File: config.mk
export PLATFORM = sky130hd
export DESIGN_NAME = obstacle_scheduler
export DESIGN_NICKNAME = d
export VERILOG_FILES = /design/src/rtl/obstacle_scheduler.sv
export SDC_FILE = /design/constraint.sdc
export NUM_CORES = 1
export LEC_CHECK = 0
export CORE_UTILIZATION = 60
export DETAILED_ROUTE_END_ITERATION = 6
export PLACE_DENSITY = 0.85
export SLEW_MARGIN = 20
export SYNTH_ARGS = -nofsm -noshare
export SYNTH_HDL_FRONTEND = slang
export SYNTH_SLANG_ARGS = --single-unit
File: constraint.sdc
create_clock -name i_clk -period 6.8 [get_ports i_clk]
set_input_delay 1.36 -clock i_clk [delete_from_list [all_inputs] [get_ports i_clk]]
set_output_delay 1.36 -clock i_clk [all_outputs]
set_load 0.02 [all_outputs]
File: src/rtl/obstacle_scheduler.sv
// Frame-paced obstacle spawner: LFSR lane pick, level-scaled gaps, pause/blocked handling.
// Latency: spawn pulse 2 clocks after the expiring tick; waits in BLOCKED while all lanes are busy.
module obstacle_scheduler #(
  parameter int unsigned INIT_GAP  = 120,
  parameter int unsigned GAP_STEP  = 8,
  parameter int unsigned GAP_FLOOR = 40,
  parameter logic [15:0] LFSR_SEED = 16'hACE1
) (
  input  logic        i_clk,
  input  logic        i_rst_n,
  input  logic        i_frame_tick,
  input  logic        i_start,
  input  logic        i_restart,
  input  logic        i_is_finished,
  input  logic        i_is_dead,
  input  logic [2:0]  i_lane_busy,
  output logic [2:0]  o_spawn,
  output logic [2:0]  o_state,
  output logic [3:0]  o_level,
  output logic [15:0] o_spawn_count,
  output logic        o_active
);

  typedef enum logic [2:0] {
    S_IDLE    = 3'd0,
    S_COUNT   = 3'd1,
    S_PICK    = 3'd2,
    S_SPAWN   = 3'd3,
    S_BLOCKED = 3'd4
  } state_t;

  state_t      state_q;
  logic [9:0]  gap_q;
  logic [15:0] lfsr_q;
  logic [2:0]  spawn_q;
  logic [3:0]  level_q;
  logic [15:0] count_q;
  logic        active_q;

  logic        paused;
  logic [15:0] lfsr_d;
  logic [1:0]  cand, c1, c2, pick;
  logic        pick_vld;
  logic [15:0] dec;
  logic [9:0]  base;
  logic [9:0]  reload_d;
  logic [15:0] count_d;

  always_comb begin
    paused = i_is_finished | i_is_dead;
    lfsr_d = lfsr_q;
    if (i_frame_tick && !paused && state_q != S_IDLE)
      lfsr_d = {lfsr_q[14:0], lfsr_q[15] ^ lfsr_q[13] ^ lfsr_q[12] ^ lfsr_q[10]};

    // Lane search order: cand, cand+1, cand+2 (mod 3).
    cand = (lfsr_q[1:0] == 2'd3) ? 2'd0 : lfsr_q[1:0];
    c1   = (cand == 2'd2) ? 2'd0 : cand + 2'd1;
    c2   = (c1 == 2'd2) ? 2'd0 : c1 + 2'd1;
    pick_vld = 1'b1;
    pick     = cand;
    if (!i_lane_busy[cand])    pick = cand;
    else if (!i_lane_busy[c1]) pick = c1;
    else if (!i_lane_busy[c2]) pick = c2;
    else                       pick_vld = 1'b0;

    // Clamp before subtracting so the base gap never underflows.
    dec = 16'(level_q) * 16'(GAP_STEP);
    if (dec + 16'(GAP_FLOOR) >= 16'(INIT_GAP)) base = 10'(GAP_FLOOR);
    else                                      base = 10'(16'(INIT_GAP) - dec);
    reload_d = base + {6'd0, lfsr_q[3:0]};
    count_d  = count_q + 16'd1;
  end

  always_ff @(posedge i_clk or negedge i_rst_n) begin
    if (!i_rst_n) begin
      state_q  <= S_IDLE;
      gap_q    <= '0;
      lfsr_q   <= LFSR_SEED;
      spawn_q  <= '0;
      level_q  <= '0;
      count_q  <= '0;
      active_q <= 1'b0;
    end else if (i_restart) begin
      state_q  <= S_IDLE;
      gap_q    <= '0;
      lfsr_q   <= LFSR_SEED;
      spawn_q  <= '0;
      level_q  <= '0;
      count_q  <= '0;
      active_q <= 1'b0;
    end else begin
      lfsr_q  <= lfsr_d;
      spawn_q <= '0;
      case (state_q)
        S_IDLE: begin
          if (i_start) begin
            gap_q    <= 10'(INIT_GAP);
            state_q  <= S_COUNT;
            active_q <= 1'b1;
          end
        end
        S_COUNT: begin
          if (i_frame_tick && !paused) begin
            if (gap_q <= 10'd1) begin
              gap_q   <= '0;
              state_q <= S_PICK;
            end else begin
              gap_q <= gap_q - 10'd1;
            end
          end
        end
        S_PICK: begin
          if (pick_vld) begin
            spawn_q <= 3'b001 << pick;
            state_q <= S_SPAWN;
          end else begin
            state_q <= S_BLOCKED;
          end
        end
        S_SPAWN: begin
          count_q <= count_d;
          if (count_d[2:0] == 3'd0 && level_q != 4'd15)
            level_q <= level_q + 4'd1;
          gap_q   <= reload_d;
          state_q <= S_COUNT;
        end
        S_BLOCKED: begin
          if (!(&i_lane_busy) && !paused)
            state_q <= S_PICK;
        end
        default: state_q <= S_IDLE;
      endcase
    end
  end

  assign o_spawn       = spawn_q;
  assign o_state       = state_q;
  assign o_level       = level_q;
  assign o_spawn_count = count_q;
  assign o_active      = active_q;

endmodule

* After elaboration in Yosys (flattened, before gate mapping)
Index checks and enable logic that the tools add are counted.
** Storage, ports and cells
- Flip-flop bits (word level) :: 53
- Input port bits :: 10
** Operators by class
- Reduce and logical (&&, ||, !) cells :: 20
- Equality and inequality tests :: 12
- Mux-type cells :: 41
- Add/sub/neg operators :: 8
- Order comparisons :: 5
- Shifts and indexed selects :: 1
- Bitwise logic cells :: 4
** Operators with widths (count)
- 2-to-1 mux 16 bit :: 4
- 2-to-1 mux 10 bit :: 5
- one-hot mux 10 bit (3 select lines) :: 1
- 2-to-1 mux 3 bit :: 9
- adder 16 x 1 -> 16 bit (second input constant) :: 1
- one-hot mux 3 bit (5 select lines) :: 1
- 2-to-1 mux 2 bit :: 6
- 2-to-1 mux 4 bit :: 3
- inequality test 3 bit (second input constant) :: 4
- adder 10 x 4 -> 10 bit :: 1
- less-or-equal comparator 10 x 1 -> 1 bit (second input constant) :: 1
- nonzero test 2 bit :: 5
- subtractor 10 x 1 -> 10 bit (second input constant) :: 1
- < comparator 2 x 3 -> 1 bit (second input constant) :: 3
- 2-to-1 mux 1 bit :: 9
- adder 7 x 6 -> 8 bit (second input constant) :: 1
- greater-or-equal comparator 8 x 7 -> 1 bit (second input constant) :: 1
- subtractor 7 x 7 -> 8 bit (first input constant) :: 1
- binary-select mux 1 bit (select 2 bit) :: 3
- equality test 2 bit (second input constant) :: 3
- equality test 3 x 2 -> 1 bit (second input constant) :: 2
- logical NOT 3 bit :: 2
- AND reduction 3 bit :: 2
- adder 2 x 1 -> 2 bit (second input constant) :: 2
- other kinds (13) :: 20

* Depth between registers and ports, before layout
Gate-level depths: netlist of the first run.
- Depth after elaboration :: 15
- Gate-level depth with buffers :: 10

* Worst setup path before layout of the first run
OpenSTA, ideal clock, no wires.
- Kind :: input to register
- From :: input i_is_dead
- To :: register lfsr_q[14]
- Stages :: 6
- Setup time :: 0.078 ns
- Path buffers :: 2
- Data arrival time :: 2.558 ns
- Setup slack :: 4.164 ns
- Path through :: or3b_2 > clkbuf_1 > nor2_2 > buf_2 > nand2_1 > a21oi_1
** On the way
- Cells in the longest elaborated chain, start to end :: 5
** Ends and longest elaborated chain
- start: declaration :: RTL line 15 : input logic i_is_dead,
- OR 1 bit :: RTL line 50 : paused = i_is_finished | i_is_dead;
- logical NOT 1 bit :: RTL line 52 : if (i_frame_tick && !paused && state_q != S_IDLE)
- logical AND 1 bit (2 in series) :: RTL line 52
- nonzero test 2 bit (no source line)
- end signal: assignment :: RTL line 92 : lfsr_q <= lfsr_d;
- end: declaration :: RTL line 34 : logic [15:0] lfsr_q;
Every way passes these cells.
A chain may end at the register's enable or synchronous reset.

* Worst setup path in the final report of the first run
- From :: register state_q[1] (netlist: o_state[1])
- To :: output o_state[1]
** RTL lines
- start: declaration :: RTL line 32 : state_t state_q;
- start signal: assignment :: RTL line 76 : state_q <= S_IDLE;
- start signal: assignment :: RTL line 84 : state_q <= S_IDLE;
- start signal: assignment :: RTL line 98 : state_q <= S_COUNT;
- end: declaration :: RTL line 18 : output logic [2:0] o_state,
No word-level cell between the ends.

==> results of run 1 <==
[registers in the layout, summed over array words and instances, names as in the netlist]
signal         count
o_spawn_count     16
o_level            4
gap_q             10
o_state            3
o_active           1
o_spawn            3
lfsr_q            16
[final cells by class]
type                    count  area [um2]
inverters                  20       75.07
clock inverters             2       15.01
fillers                   381        1286
clock buffers               6       72.57
flip-flops and latches     53        1336
repair buffers             38       370.4
multi-input cells         259        1640
well taps                  67       83.83
[kinds of logic (layout without fill, tap and decap cells)]
| group | after synthesis | after routing | share of synthesized area (%) |
|---|---|---|---|
| XOR/XNOR | 16 | 16 | 4.484 |
| buffers and inverters | 37 | 66 | 4.764 |
| flip-flops | 53 | 53 | 42.75 |
| AO/OA/AOI/OAI | 90 | 90 | 19.02 |
| multiplexers | 2 | 2 | 0.6405 |
| adder cells (fa/ha/maj) | 11 | 11 | 4.323 |
| AND/OR/NAND/NOR | 140 | 140 | 24.02 |
[tightest hold or removal path: cells and delay by family (launching register included)]
kind             cells  cell delay, ps
AND/OR/NAND/NOR      2             120
flip-flops           1             380
[metrics by stage]
stage	instance area, um2	power (mW)	utilization (%)	setup WS (ps)	hold WS, ps
after floorplan	3126	0.4623	-	4164	464.0
after global placement	3506	0.5015	71.85	3442	472.1
after detailed placement	3506	0.5057	71.85	3309	476.3
after CTS	3593	0.6858	73.64	3485	490.2
after global routing	3593	0.7149	73.64	3346	512.6
final	3593	0.6849	73.64	3466	486.2
[synth_stat cells (all sizes together), types with 9 or more instances]
cell type / instances / area (um2)
nand2: 44 / 165.2
ha: 10 / 125.1
inv: 20 / 75.07
nor2: 18 / 70.07
clkbuf: 13 / 48.80
nand4: 11 / 68.82
nand3: 16 / 80.08
a21oi: 26 / 130.1
o21ai: 16 / 80.08
xnor2: 9 / 78.83
dfrtp: 45 / 1126
[per-layer routing]
layer  up-vias  track usage [%]  share of wire, %
met4         0            8.120               1.2
met5         -                0                 0
met1      1386            36.75                44
met3        12            5.014               5.8
met2       110            47.37                49
li1       1329                -                 -
[how the worst max path moves through the flow]
stage                     slack (ps)  cells after the start          to
after global routing            3350                      5    gap_q[6]
after detailed placement        3310                      5    gap_q[6]
after floorplan                 4160                      6  lfsr_q[14]
after global placement          3440                      5    gap_q[6]
final                           3470                      1  o_state[1]
after CTS                       3490                      1  o_state[1]
[power breakdown]
group / switching [mW] / internal, mW / total, mW
combinational: 0.0862 / 0.0665 / 0.153
clock: 0.107 / 0.0728 / 0.180
sequential: 0.0227 / 0.329 / 0.352
total: 0.216 / 0.469 / 0.685
==> key figures, run 1 <==
Status
  • Outcome: finished, final reports clean

CTS
  • Clk Latency, worst-skew pair: 310 ps
  • Cts repair resizes: 0
  • Clock buffer depth: 2
  • Htree depth: 2
  • Clock Tree Root: clkbuf_8
  • Clock Sinks: 53
  • Clock transition at path regs: 100 ps
  • Total CTS buffers: 5
  • Post-CTS Setup Inserts: 0
  • CTS tree: done
  • # hold bufs at CTS: 0

Detailed routing
  • DRT antenna net count: 0
  • DR WL/cell: 16.37 um
  • Initial DRC Count: 223
  • DRC viols: 0
  • DRT Pass-1 Iters: 5
  • Total wire length: 7286 um
  • Vias: 2837
  • Vias per cell: 6.375

Floorplanning
  • Core ar.: 4880 um2
  • Die X: 74.18 um
  • DIE AREA: 5502 um2
  • Die H: 74.18 um
  • Initial Util: 64.05%
  • FP Rows: 25
  • IO Count: 37

Synth
  • Cell Area, Synth: 3125 um2
  • Seq/Total Area, Yosys: 42.75%
  • Async S/R FF share, synth: 100.0%
  • Post-synth net total: 369
  • Prevailing post-synth register cell: dfrtp_1
  • Synth warn: 0
  • Post-synth EDFFs: 0
  • Netlist cell types: 54
  • Cells after Synth: 349
  • Synthesized area per cell: 8.956 um2
  • FF+latch count, synth: 53

Power and ir drop
  • Lkg Pwr: 1.401 nW
  • Power density cells: 190.6 nW/um2
  • Peak supply drop: 0.1491 mV

Setup path
  • Critical Path End Type: primary output
  • Slowest cell on crit path: dfrtp_1
  • Data arrival time of the critical path: 1970 ps
  • Flop-to-flop setup slack: 4170 ps
  • CP startpoint kind: flip-flop
  • Worst path bufs/invs: 1
  • Worst R2R End: o_spawn_count[15]
  • CP top delay family: flip-flops
  • WS Path Type: reg2out
  • Crit Path Max Fanout: 28
  • FF-to-FF path depth: 4
  • Crit path from: o_state[1]
  • Start of the worst register-to-register path: o_state[1]
  • Crit-path max cell delay: 900 ps
  • CP Cell Sequence: clkdlybuf4s50_1
  • Critical Path RT: 5440 ps

Layout
  • Syn-to-layout area delta: 14.97%
  • Most common cell after layout, fill and taps aside: dfrtp_1
  • Most frequent cells in the layout: dfrtp_1 (45), nand2_1 (44), clkdlybuf4s50_1 (35)
  • Proportion of layout cells with a drive suffix above 1: 8.466%
  • Ant. Diodes: 0
  • Nets: 397
  • Layout Cells excl Fill: 445

Timing
  • Tmin final: 3334 ps
  • RSZ-0062 raised after global routing: false
  • Slew @ Worst Pin: 834.2 ps
  • Setup TNS Final: 0 ps
  • Final Max Tran Viols: 0
  • Final hold vios: 0
  • Fmax: 299.9 MHz
  • Relative slew slack: 44.13%
  • Setup violations, final: 0
  • Clock skew: 10.29 ps
  • Period utilization: 49.04%

Global routing
  • Vias in the first global route: 2578
  • First-pass GRT wire length: 11840 um
  • Largest net degree at the start of global routing: 54
  • GRT overflow: 0
  • Gr usage total: 27.97%
  • Initial antenna violation count: 0

Hold path
  • Hold path startpoint: lfsr_q[5]
  • Worst Hold Class: reg2reg
  • Worst hold path cell count: 2
  • End of the worst hold path: lfsr_q[6]

Flow run
  • Max cap viols: 0

Placed design
  • Final HPWL DP: 4924 um
  • Placed Cells incl. Taps: 437
  • Gp weighted congestion: 0.9583
  • Port Buffers: 36
(Power assumes the default switching activity.)
==> inputs of run 2 (changes only) <==
- CORE_UTILIZATION: 60 -> 56
- PLACE_DENSITY: 0.85 -> 0.8
- clock period: 6.8 -> 3.2 ns (I/O delays scaled with it)
==> run 2 against run 1 <==
First-iteration DRC count is 22% lower. Sequential power is 110% higher. Total power is 130% higher. Critical path depth is 8 higher. Global-route usage is 2.8 points lower. Die area is 6.9% higher. Non-clock buffer count is 3 higher. Critical path type is now reg2reg.
==> key figures, run 2 (synthesized netlist as in run 1, its figures left out) <==
Timing
  • Clock skew: 10.62 ps (+0.3273 ps)
  • Fin worst setup slack: 729.8 ps (-2736 ps)
  • Setup TNS Final: 0 ps (unchanged)
  • Fmax: 404.8 MHz
  • Relative slew slack: 48.79% (+4.7 points)
  • Period utilization: 77.20%
  • Final Max Tran Viols: 0 (unchanged)
  • Setup violations, final: 0 (unchanged)
  • Final hold vios: 0 (unchanged)
  • Tmin final: 2470 ps
  • Hold_ws: 264.7 ps (-221.5 ps)
  • Slew @ Worst Pin: 764.6 ps (-69.52 ps)
  • RSZ-0062 raised after global routing: false

Power and ir drop
  • Part of the power in combinational logic: 21.1% (-1.2 points)
  • Lkg Pwr: 1.438 nW (+2.6%)
  • Power density cells: 423.0 nW/um2 (+120%)
  • Seq pwr share: 48.2% (-3.2 points)
  • Switching power total: 444.4 uW (+110%)
  • Sw Ratio: 28.80% (-2.8 points)
  • P_int: 1.099 mW (+130%)
  • Clock Power Share: 30.7% (+4.4 points)
  • Peak supply drop: 0.2925 mV (+96%)

Detailed routing
  • DRC viols: 0 (unchanged)
  • Vias: 2808 (-1.0%)
  • Vias per cell: 6.226 (-2.3%)
  • DR WL/cell: 15.49 um (-5.4%)
  • Initial DRC Count: 174 (-22%)
  • Total wire length: 6987 um (-4.1%)
  • DRT antenna net count: 0 (unchanged)
  • DRT Pass-1 Iters: 4 (-1)

Floorplanning
  • Die X: 76.71 um (+3.4%)
  • IO Count: 37 (unchanged)
  • FP Rows: 26 (+4.0%)
  • DIE AREA: 5884 um2 (+6.9%)
  • Initial Util: 59.68% (-4.4 points)
  • Die H: 76.71 um (+3.4%)
  • Core ar.: 5238 um2 (+7.3%)

Layout
  • Most frequent cells in the layout: dfrtp_1 (45), nand2_1 (44), clkdlybuf4s50_1 (35)
  • # fillers: 422 (+11%)
  • Nets: 400 (+0.76%)
  • Syn-to-layout area delta: 16.73%
  • Final instance area: 3649 um2 (+1.5%)
  • Multi-input logic area: 1640 um2 (unchanged)
  • Proportion of layout cells with a drive suffix above 1: 9.186% (+0.72 points)
  • Most common cell after layout, fill and taps aside: dfrtp_1
  • Area occupied by registers: 1336 um2 (unchanged)
  • Ant. Diodes: 0 (unchanged)

Global routing
  • GRT overflow: 0 (unchanged)
  • First-pass GRT wire length: 11920 um (+0.70%)
  • Initial antenna violation count: 0 (unchanged)
  • Gr usage total: 25.12% (-2.8 points)
  • Largest net degree at the start of global routing: 34 (-37%)
  • Vias in the first global route: 2557 (-0.81%)

Flow run
  • Max cap viols: 0 (unchanged)

Setup path
  • Data arrival time of the critical path: 2650 ps (+680 ps)
  • CP startpoint kind: flip-flop
  • WS Path Type: reg2reg
  • Critical Path RT: 3380 ps (-2060 ps)
  • FF-to-FF path depth: 9 (+5)
  • Critical Path End Type: flip-flop
  • Crit Path Max Fanout: 8 (-71%)

CTS
  • Clock Tree Root: clkbuf_8
  • Clk Latency, worst-skew pair: 310 ps (about the same)
  • Cts repair resizes: 0 (unchanged)
  • CTS tree: done
  • # hold bufs at CTS: 0 (unchanged)
  • Htree depth: 2 (unchanged)
  • Clock buffer depth: 2 (unchanged)
  • Clock Sinks: 53 (unchanged)
  • Clock transition at path regs: 100 ps (about the same)
  • Post-CTS Setup Inserts: 0 (unchanged)
  • Total CTS buffers: 5 (unchanged)

Placed design
  • Port Buffers: 36 (unchanged)
  • Post-Place Worst Slack: 664.3 ps (-2644 ps)
  • Final HPWL DP: 5008 um (+1.7%)
  • Gp weighted congestion: 0.8796 (-8.2%)
  • Placed cell area: 3532 um2 (+0.75%)

Status
  • Outcome: finished, final reports clean

Hold path
  • Worst Hold Class: in2async
==> run 2: through the flow <==
step / power [mW] / utilization (%) / std cells
finish: 1.543 / 69.66 / 451
global route: 1.619 / 69.66 / 451
CTS: 1.550 / 69.66 / 451
detailed placement: 1.079 / 67.44 / 443
global placement: 1.073 / 67.44 / 443
floorplan: 0.9824 / - / 349
==> run 2: layer usage <==
metal	share of wire, %	vias up	GRT usage (%)
met5	0	-	0
met4	1.6	0	8.462
met3	4.7	12	3.810
met2	49	90	40.71
met1	44	1358	34.37
li1	-	1348	-
==> run 2: worst max-delay path, cell delays in order, from the launching register on <==
cell,delay (ps)
dfrtp_1,480
inv_1,110
ha_1,320
o32a_1,370
o31ai_1,200
a21oi_1,70
ha_1,250
xnor2_1,130
a221oi_1,280
o22ai_1,130
==> run 2: final timing paths <==
path | start | to | slack, ps
min in group i_clk | lfsr_q[6] | lfsr_q[6] | 490
max reg2reg | o_level[0] | gap_q[5] | 730
max | o_level[0] | gap_q[5] | 730
min | i_rst_n | gap_q[9] | 260
max in group asynchronous | i_rst_n | lfsr_q[7] | 2090
min reg2reg | lfsr_q[6] | lfsr_q[6] | 490
==> run 2: power by group through the flow <==
stage | logic [mW] | clock network [mW] | registers, mW
2_1_floorplan | 0.239 | 0 | 0.744
3_3_place_gp | 0.318 | 0 | 0.755
3_5_place_dp | 0.322 | 0 | 0.756
4_1_cts | 0.324 | 0.482 | 0.743
5_1_grt | 0.361 | 0.509 | 0.749
6_report | 0.326 | 0.474 | 0.744
==> run 2: area by class of cell <==
type	instances	area share, %
inverter	20	2.058
clock inverter	1	0.8230
timing repair buffer	41	10.77
tap	70	2.401
sequential	53	36.63
multi-input combinational	259	44.96
clock buffer	7	2.366
